## config.mk

```make
export PLATFORM = sky130hd
export DESIGN_NAME = barrel_state_loader
export DESIGN_NICKNAME = d
export VERILOG_FILES = /design/src/rtl/barrel_pkg.sv /design/src/rtl/barrel_invariant_check.sv /design/src/rtl/barrel_state_loader.sv
export SDC_FILE = /design/constraint.sdc
export NUM_CORES = 1
export LEC_CHECK = 0
export CORE_MARGIN = 5
export CORE_UTILIZATION = 47
export DETAILED_ROUTE_END_ITERATION = 7
export PLACE_DENSITY_LB_ADDON = 0.1
export SLEW_MARGIN = 40
export SYNTH_ARGS = -nofsm -noshare
export SYNTH_HDL_FRONTEND = slang
export SYNTH_SLANG_ARGS = --single-unit
export TNS_END_PERCENT = 50
```

## constraint.sdc

```tcl
create_clock -name clock -period 1.63 [get_ports clock]
set_input_delay 0.2445 -clock clock [delete_from_list [all_inputs] [get_ports clock]]
set_output_delay 0.2445 -clock clock [all_outputs]
set_load 0.01 [all_outputs]
```

## src/rtl/barrel_pkg.sv

```systemverilog
// Shared types and the neighbour invariant for the barrel shifter / register-file pair.
package barrel_pkg;
  localparam int N_DEFAULT = 4;
  localparam int W_DEFAULT = $clog2(N_DEFAULT);

  typedef logic [W_DEFAULT-1:0] entry_t;
  typedef enum logic [1:0] {FILL, CHECK, OFFER} loader_state_t;

  // Any entry matching in both images must be followed by matching successors.
  function automatic logic barrel_invariant(input entry_t [N_DEFAULT-1:0] b,
                                            input entry_t [N_DEFAULT-1:0] r);
    logic ok;
    int   inx, jnx;
    ok = 1'b1;
    for (int i = 0; i < N_DEFAULT; i++) begin
      for (int j = 0; j < N_DEFAULT; j++) begin
        inx = (i + 1) % N_DEFAULT;
        jnx = (j + 1) % N_DEFAULT;
        if (b[j] == r[i] && b[jnx[W_DEFAULT-1:0]] != r[inx[W_DEFAULT-1:0]]) ok = 1'b0;
      end
    end
    return ok;
  endfunction
endpackage

```

## src/rtl/barrel_invariant_check.sv

```systemverilog
// Combinational invariant check over flattened shifter / register-file images.
module barrel_invariant_check #(
  parameter int N = barrel_pkg::N_DEFAULT,
  parameter int W = $clog2(N)
) (
  input  logic [N*W-1:0] b_flat,
  input  logic [N*W-1:0] r_flat,
  output logic           ok
);
  import barrel_pkg::*;

  assign ok = barrel_invariant(b_flat, r_flat);
endmodule

```

## src/rtl/barrel_state_loader.sv

```systemverilog
// Collects 2*N words into b/r images, zeroes images that break the invariant, offers them downstream.
module barrel_state_loader #(
  parameter int N = barrel_pkg::N_DEFAULT,
  parameter int W = $clog2(N)
) (
  input  logic           clock,
  input  logic           reset_n,
  input  logic           in_valid,
  output logic           in_ready,
  input  logic [W-1:0]   in_data,
  output logic           load_valid,
  input  logic           load_ready,
  output logic [N*W-1:0] b_flat,
  output logic [N*W-1:0] r_flat,
  output logic           remapped
);
  import barrel_pkg::*;

  localparam int CW = $clog2(2*N);
  localparam logic [CW-1:0] LAST = CW'(2*N-1);
  localparam logic [CW-1:0] NC   = CW'(N);

  loader_state_t         state_q, state_d;
  logic [CW-1:0]         count_q, idx;
  logic [N-1:0][W-1:0]   b_q, r_q;
  logic                  ok, accept;

  barrel_invariant_check #(.N(N), .W(W)) u_chk (
    .b_flat (b_q),
    .r_flat (r_q),
    .ok     (ok)
  );

  always_ff @(posedge clock or negedge reset_n) begin
    if (!reset_n) state_q <= FILL;
    else          state_q <= state_d;
  end

  always_comb begin
    state_d    = state_q;
    in_ready   = 1'b0;
    load_valid = 1'b0;
    case (state_q)
      FILL: begin
        in_ready = 1'b1;
        if (in_valid && count_q == LAST) state_d = CHECK;
      end
      CHECK: state_d = OFFER;
      OFFER: begin
        load_valid = 1'b1;
        if (load_ready) state_d = FILL;
      end
      default: state_d = FILL;
    endcase
  end

  assign accept = in_valid && in_ready;
  assign idx    = (count_q < NC) ? count_q : count_q - NC;

  // Buffers are the output image; they are only rewritten word-by-word during the next fill.
  always_ff @(posedge clock or negedge reset_n) begin
    if (!reset_n) begin
      count_q  <= '0;
      b_q      <= '0;
      r_q      <= '0;
      remapped <= 1'b0;
    end else begin
      if (accept) begin
        count_q <= (count_q == LAST) ? '0 : count_q + 1'b1;
        if (count_q < NC) b_q[idx[W-1:0]] <= in_data;
        else              r_q[idx[W-1:0]] <= in_data;
      end
      if (state_q == CHECK) begin
        remapped <= !ok;
        if (!ok) begin
          b_q <= '0;
          r_q <= '0;
        end
      end
    end
  end

  assign b_flat = b_q;
  assign r_flat = r_q;
endmodule

```

==> results of run 1 <==
[final timing paths]
kind | to | cells after the start
setup / recovery | r_flat[4] | 7
hold / removal | count_q[1] | 2
max in group asynchronous | b_flat[0] | 2
hold reg to reg | remapped | 1
min in group clock | state_q[1] | 2
setup reg to reg | r_flat[4] | 7
[logic make-up (layout without fill, tap and decap cells)]
kind of cell,Yosys count,count (layout),synth area share
simple gates,52,52,0.1647
xor+xnor,32,32,0.1751
compound gates,25,25,0.1410
buf+inv,24,58,0.1083
flops,22,22,0.3264
mux,8,8,0.04748
fa+ha+maj,5,5,0.03709
[worst reg2reg max path, delay by kind of cell, from the launching register on]
family                    cells  cell delay (ns)
AOI/OAI and AO/OA             3             0.60
DFF                           1             0.46
buffers and inverters         2             0.36
xor gates and xnor gates      1             0.18
and+or+nand+nor               1             0.06
[cells in the final DEF (no fill, tap or decap), drive strengths merged, types with 4 or more instances in the layout]
master | Yosys | routed
buf | 21 | 28
xnor2 | 16 | 16
nor2 | 10 | 10
nand3 | 12 | 12
nor4 | 4 | 4
a21oi | 8 | 8
dlygate4sd2 | 0 | 17
ha | 5 | 5
o2bb2ai | 4 | 4
mux2i | 8 | 8
xor2 | 16 | 16
nand4 | 4 | 4
dfrtp | 22 | 22
o2bb2a | 5 | 5
clkdlybuf4s50 | 0 | 7
nand2 | 15 | 15
[registers in the layout (all words and copies together) (netlist names)]
register / count
state_q: 2
remapped: 1
b_flat: 8
r_flat: 8
count_q: 3
[synth_stat cells]
cell | number | area share
and3_1 | 1 | 0.0037
nand2_1 | 15 | 0.033
inv_1 | 3 | 0.0067
nand3_1 | 12 | 0.036
o22a_1 | 1 | 0.0052
o2bb2a_1 | 1 | 0.0059
nor2_2 | 8 | 0.030
a22oi_1 | 1 | 0.0045
a41oi_4 | 1 | 0.016
o2bb2a_2 | 2 | 0.013
nand2b_1 | 2 | 0.0074
o2bb2ai_1 | 4 | 0.021
a21oi_2 | 2 | 0.010
o21ai_0 | 3 | 0.0089
nand4_1 | 4 | 0.015
a21oi_1 | 6 | 0.018
dfrtp_1 | 22 | 0.33
o2bb2a_4 | 2 | 0.024
nor4_2 | 1 | 0.0074
buf_6 | 8 | 0.053
buf_8 | 1 | 0.0089
and2_1 | 1 | 0.0037
mux2i_1 | 8 | 0.047
nor4_1 | 3 | 0.011
buf_4 | 4 | 0.018
xnor2_2 | 2 | 0.019
or3b_2 | 1 | 0.0052
a2bb2oi_2 | 1 | 0.0089
buf_2 | 5 | 0.015
nor2_1 | 2 | 0.0045
xnor2_1 | 14 | 0.073
or3_1 | 1 | 0.0037
buf_1 | 3 | 0.0067
ha_1 | 5 | 0.037
xor2_1 | 16 | 0.083
nand3b_1 | 1 | 0.0045
a21o_2 | 1 | 0.0052
[final cells by class]
type,count,area share
clock buffer,3,0.01071
tap,46,0.02736
timing repair buffer,52,0.2100
sequential,22,0.2707
inverter,3,0.005354
multi-input combinational,122,0.4759
[per-layer routing]
metal / wire length (um) / vias to the layer above / GRT usage
li1: - / 638 / -
met3: 165 / 7 / 0.03300
met4: 68 / 0 / 0.05106
met5: 0 / - / 0
met1: 1739 / 614 / 0.2201
met2: 1904 / 31 / 0.2812
[power by group]
group	internal [mW]	total, mW	switching, mW	leakage, nW
logic	1.63	3.00	1.37	0.720
registers	0.796	1.24	0.447	0.262
clock network	0.0860	0.236	0.150	0.0138
[timing repair]
action,CTS,global route
setup endpoints to repair,35,18
gates cloned,0,0
gates resized for setup,34,4
buffers inserted,0,2
pin swaps,0,2
hold buffers,0,0
==> out/metrics.cfg, run 1 <==
[synth]
ys_seq_area_frac = 0.3264
synth_cells = 168
syn_avg_cell_area_um2 = 10.04
synth_nets = 179
ys_ff_latch = 22
syn_area_um2 = 1687
synth.distinct_cells = 37
yosys_warnings = 0

[clock_tree]
clock_latency_ns = 0.30
cts_tree = done
path_clk_slew_ns = 0.11
clk_path_buf_depth = 2
root_buffer = clkbuf_4
htree_num_levels = 1
cts_buffers = 3
clkSinkCount = 22

[finish]
nets = 215
fin_util = 0.6158
final_area_um2 = 2103
drive_gt1_frac = 0.3614
area_growth_pct = 24.70
multi_input_area_um2 = 1001
n_antenna_cell = 0
final_cells = 248
area.sequential_um2 = 569.3
n_fill_cell = 304

[power]
ir_worst_vdd_uv = 1016
total_power_mw = 4.475
leakage_nw = 0.9951
power_density_nw_per_um2 = 2128

[timing]
hold_violations = 0
worstMarginPinSlew_ns = 0.3249
finClkSkew_ns = 0.006006
min_period_ns = 1.767
slew_headroom = 0.7827
finalCritPeriodShare = 1.084
whs_ns = 0.2845
setup_slack_ns = -0.1367
setup-violations-final = 18
final-max-slew-violation-count = 0
fmax_ghz = 0.5660
tns_ns = -2.251
rsz0062_at_grt = true

[setup_path]
path_max_fanout = 16
worst_setup_path_end_kind = flip-flop
critPathLaunchType = flip-flop
crit_path_start = b_flat[5]
crit_arrival_ns = 1.96
required_ns = 1.82
rrSetupSlack_ns = -0.14
slowest_delay_ns = 0.46
crit_type = flip-flop to flip-flop
path_delay_family = compound AO/OA/AOI/OAI gates
regToRegStartpoint = b_flat[5]
slowest_stage = dfrtp_2
critPathBufInv = 2
cp_cell_sequence = buf_4 -> xnor2_4 -> o2bb2a_4 -> o22a_1 -> a41oi_4 -> buf_12 -> nor2_2

[grt]
grt_pass1_vias = 1362
track_usage = 0.1687
grt_overflow = 0
grt_antenna_before_repair = 0
grt_max_degree = 23
grt_pass1_wl_um = 6630

[run]
drv_cap = 0

[floorplanning]
io_pins = 25
row_count = 21
initial_utilization = 0.4938
die_area_um2 = 4887
die_w_um = 69.91
die_h_um = 69.91
core-area_um2 = 3416

[place]
dpl_worst_slack_ns = -0.2220
io_buffer_count = 24
hpwl_um = 3205
globalplace.congestion = 0.9457
placed_area_um2 = 2031
placedCellCount = 243

[detailed_routing]
first_pass_iters = 4
drt-total-wl_um = 3877
dr.first_iter.drc_count = 83
route.detailed.drc = 0
antenna_left = 0
viasPerCell = 5.202
dr_total_vias = 1290
avgRoutedWirePerCell_um = 15.63

[status]
violations = negative setup slack
status = finished, violations left

[min_path]
hold_path_class = input pin to asynchronous set/reset pin

Note: power is estimated with default switching activity, not from simulation.
==> run 2: changes to the inputs <==
- HOLD_SLACK_MARGIN: unset -> 0.08
- clock period: 1.63 -> 2.19 ns (I/O delays scaled with it)
==> run 2 against run 1 <==
The run now ends clean. Critical path depth fell by 1. Hold slack improved by 0.065 ns. Utilization fell by 5.9 points. Critical endpoint is now remapped. Largest cell class unchanged. Largest power group unchanged.
==> out/metrics.cfg, run 2 (synthesis results as in run 1) <==
[setup_path]
crit_path_start = b_flat[1]
path_max_fanout = 17  ; +1
critPathLaunchType = flip-flop
rrSetupSlack_ns = 0.18  ; +0.31 ns
crit_arrival_ns = 2.23  ; +0.27 ns
required_ns = 2.41  ; +0.59 ns
crit_type = flip-flop to flip-flop
worst_setup_path_end_kind = flip-flop
regToRegStartpoint = b_flat[1]

[run]
drv_cap = 0  ; unchanged

[finish]
mostFrequentLayoutCells = clkdlybuf4s50_1 (24), dfrtp_1 (22), xor2_1 (16)
final_common_cell = clkdlybuf4s50_1
nets = 190  ; -12%
n_fill_cell = 307  ; +0.99%
area_growth_pct = 12.69
drive_gt1_frac = 0.1573  ; -0.2041
n_antenna_cell = 0  ; unchanged

[detailed_routing]
antenna_left = 0  ; unchanged
dr_total_vias = 1250  ; -3.1%
dr.first_iter.drc_count = 48  ; -42%
route.detailed.drc = 0  ; unchanged
first_pass_iters = 4  ; unchanged
avgRoutedWirePerCell_um = 17.03  ; +8.9%
drt-total-wl_um = 3815  ; -1.6%
viasPerCell = 5.580  ; +7.3%

[timing]
setup-violations-final = 0  ; -18
fmax_ghz = 0.4971  ; -12%
finalCritPeriodShare = 0.9186  ; -0.1652
whs_ns = 0.3496  ; +0.06516 ns
worstMarginPinSlew_ns = 0.3882  ; +0.06335 ns
final-max-slew-violation-count = 0  ; unchanged
slew_headroom = 0.7412  ; -0.04156
min_period_ns = 2.012  ; +0.2451 ns
rsz0062_at_grt = false
tns_ns = 0  ; +2.251 ns
hold_violations = 0  ; unchanged
finClkSkew_ns = 0.01667  ; +0.01066 ns

[status]
status = finished, final reports clean

[clock_tree]
cts_buffers = 3  ; unchanged
cts_tree = done
clkSinkCount = 22  ; unchanged
path_clk_slew_ns = 0.13  ; +0.02 ns
root_buffer = clkbuf_4
htree_num_levels = 1  ; unchanged
postCtsHoldBufs = 0  ; unchanged
clock_latency_ns = 0.31  ; about the same
clk_path_buf_depth = 2  ; unchanged

[grt]
grt_pass1_vias = 1290  ; -5.3%
grt_max_degree = 23  ; unchanged
grt_pass1_wl_um = 6451  ; -2.7%
grt_overflow = 0  ; unchanged
track_usage = 0.1646  ; -0.004053
grt_antenna_before_repair = 0  ; unchanged

[power]
switching_power_mw = 1.387  ; -29%
power.share.clock = 0.098  ; +0.045
power_density_nw_per_um2 = 1647  ; -23%
ir_worst_vdd_uv = 824.3  ; -19%
pwr-share-comb = 0.597  ; -0.073
power.share.sequential = 0.305  ; +0.027
internal-power_mw = 1.743  ; -31%
switching_share = 0.4430  ; +0.004481
leakage_nw = 0.8477  ; -15%

[min_path]
hold_path_class = input pin to asynchronous set/reset pin

[floorplanning]
core-area_um2 = 3416  ; unchanged
die_w_um = 69.91  ; unchanged
initial_utilization = 0.4938  ; unchanged
die_h_um = 69.91  ; unchanged
die_area_um2 = 4887  ; unchanged
row_count = 21  ; unchanged
io_pins = 25  ; unchanged

[place]
io_buffer_count = 24  ; unchanged
hpwl_um = 2946  ; -8.1%
globalplace.congestion = 0.9104  ; -3.7%

## run 2: final cells by class
| type | instances | area (um^2) | area share |
|---|---|---|---|
| sequential | 22 | 550.5 | 0.2897 |
| multi-input combinational | 122 | 953.4 | 0.5016 |
| clock inverter | 1 | 30.03 | 0.01580 |
| timing repair buffer | 27 | 275.3 | 0.1448 |
| inverter | 3 | 11.26 | 0.005925 |
| clock buffer | 3 | 22.52 | 0.01185 |
| tap | 46 | 57.56 | 0.03028 |
## run 2: what timing repair did
action / 4_1_cts / 5_1_grt
endpoints found under the setup margin: 0 / 12
gates resized for setup: 0 / 0
endpoints found under the hold margin: 0 / 0
buffers inserted: 0 / 1
## run 2: critical path: stages (launching register included)
cell      delay [ns]
dfrtp_1         0.53
xor2_1          0.23
nor4_1          0.40
o2bb2a_2        0.27
a41oi_4         0.13
buf_12          0.19
a21o_2          0.18
## run 2: stage by stage
step	power (mW)	area [um^2]	cells	utilization	worst slack [ns]
floorplan	2.411	1687	168	-	0.3901
global placement	2.780	1828	219	0.5352	0.1211
detailed placement	2.822	1828	219	0.5352	0.1006
CTS	3.138	1881	223	0.5505	0.07960
global route	3.373	1901	224	0.5564	0.1326
finish	3.130	1901	224	0.5564	0.1783
## run 2: final timing paths
check,to,depth (start not counted)
setup / recovery,remapped,6
hold / removal,state_q[1],2
setup reg to reg,remapped,6
hold reg to reg,remapped,1
max in group asynchronous,r_flat[5],2
min in group clock,remapped,1
## run 2: per-layer routing
layer / routed length, um / part of all wire / vias up / GRT usage
li1: - / - / 590 / -
met2: 1954 / 0.51 / 31 / 0.2833
met4: 61 / 0.016 / 0 / 0.05319
met3: 109 / 0.029 / 6 / 0.02296
met5: 0 / 0 / - / 0
met1: 1690 / 0.44 / 623 / 0.2118
## run 2: power by group through the flow
stage | clock (mW) | sequential, mW | combinational [mW]
CTS | 0.314 | 0.958 | 1.87
global placement | 0 | 0.957 | 1.82
global route | 0.333 | 0.989 | 2.05
finish | 0.306 | 0.956 | 1.87
floorplan | 0 | 0.743 | 1.67
detailed placement | 0 | 0.966 | 1.86
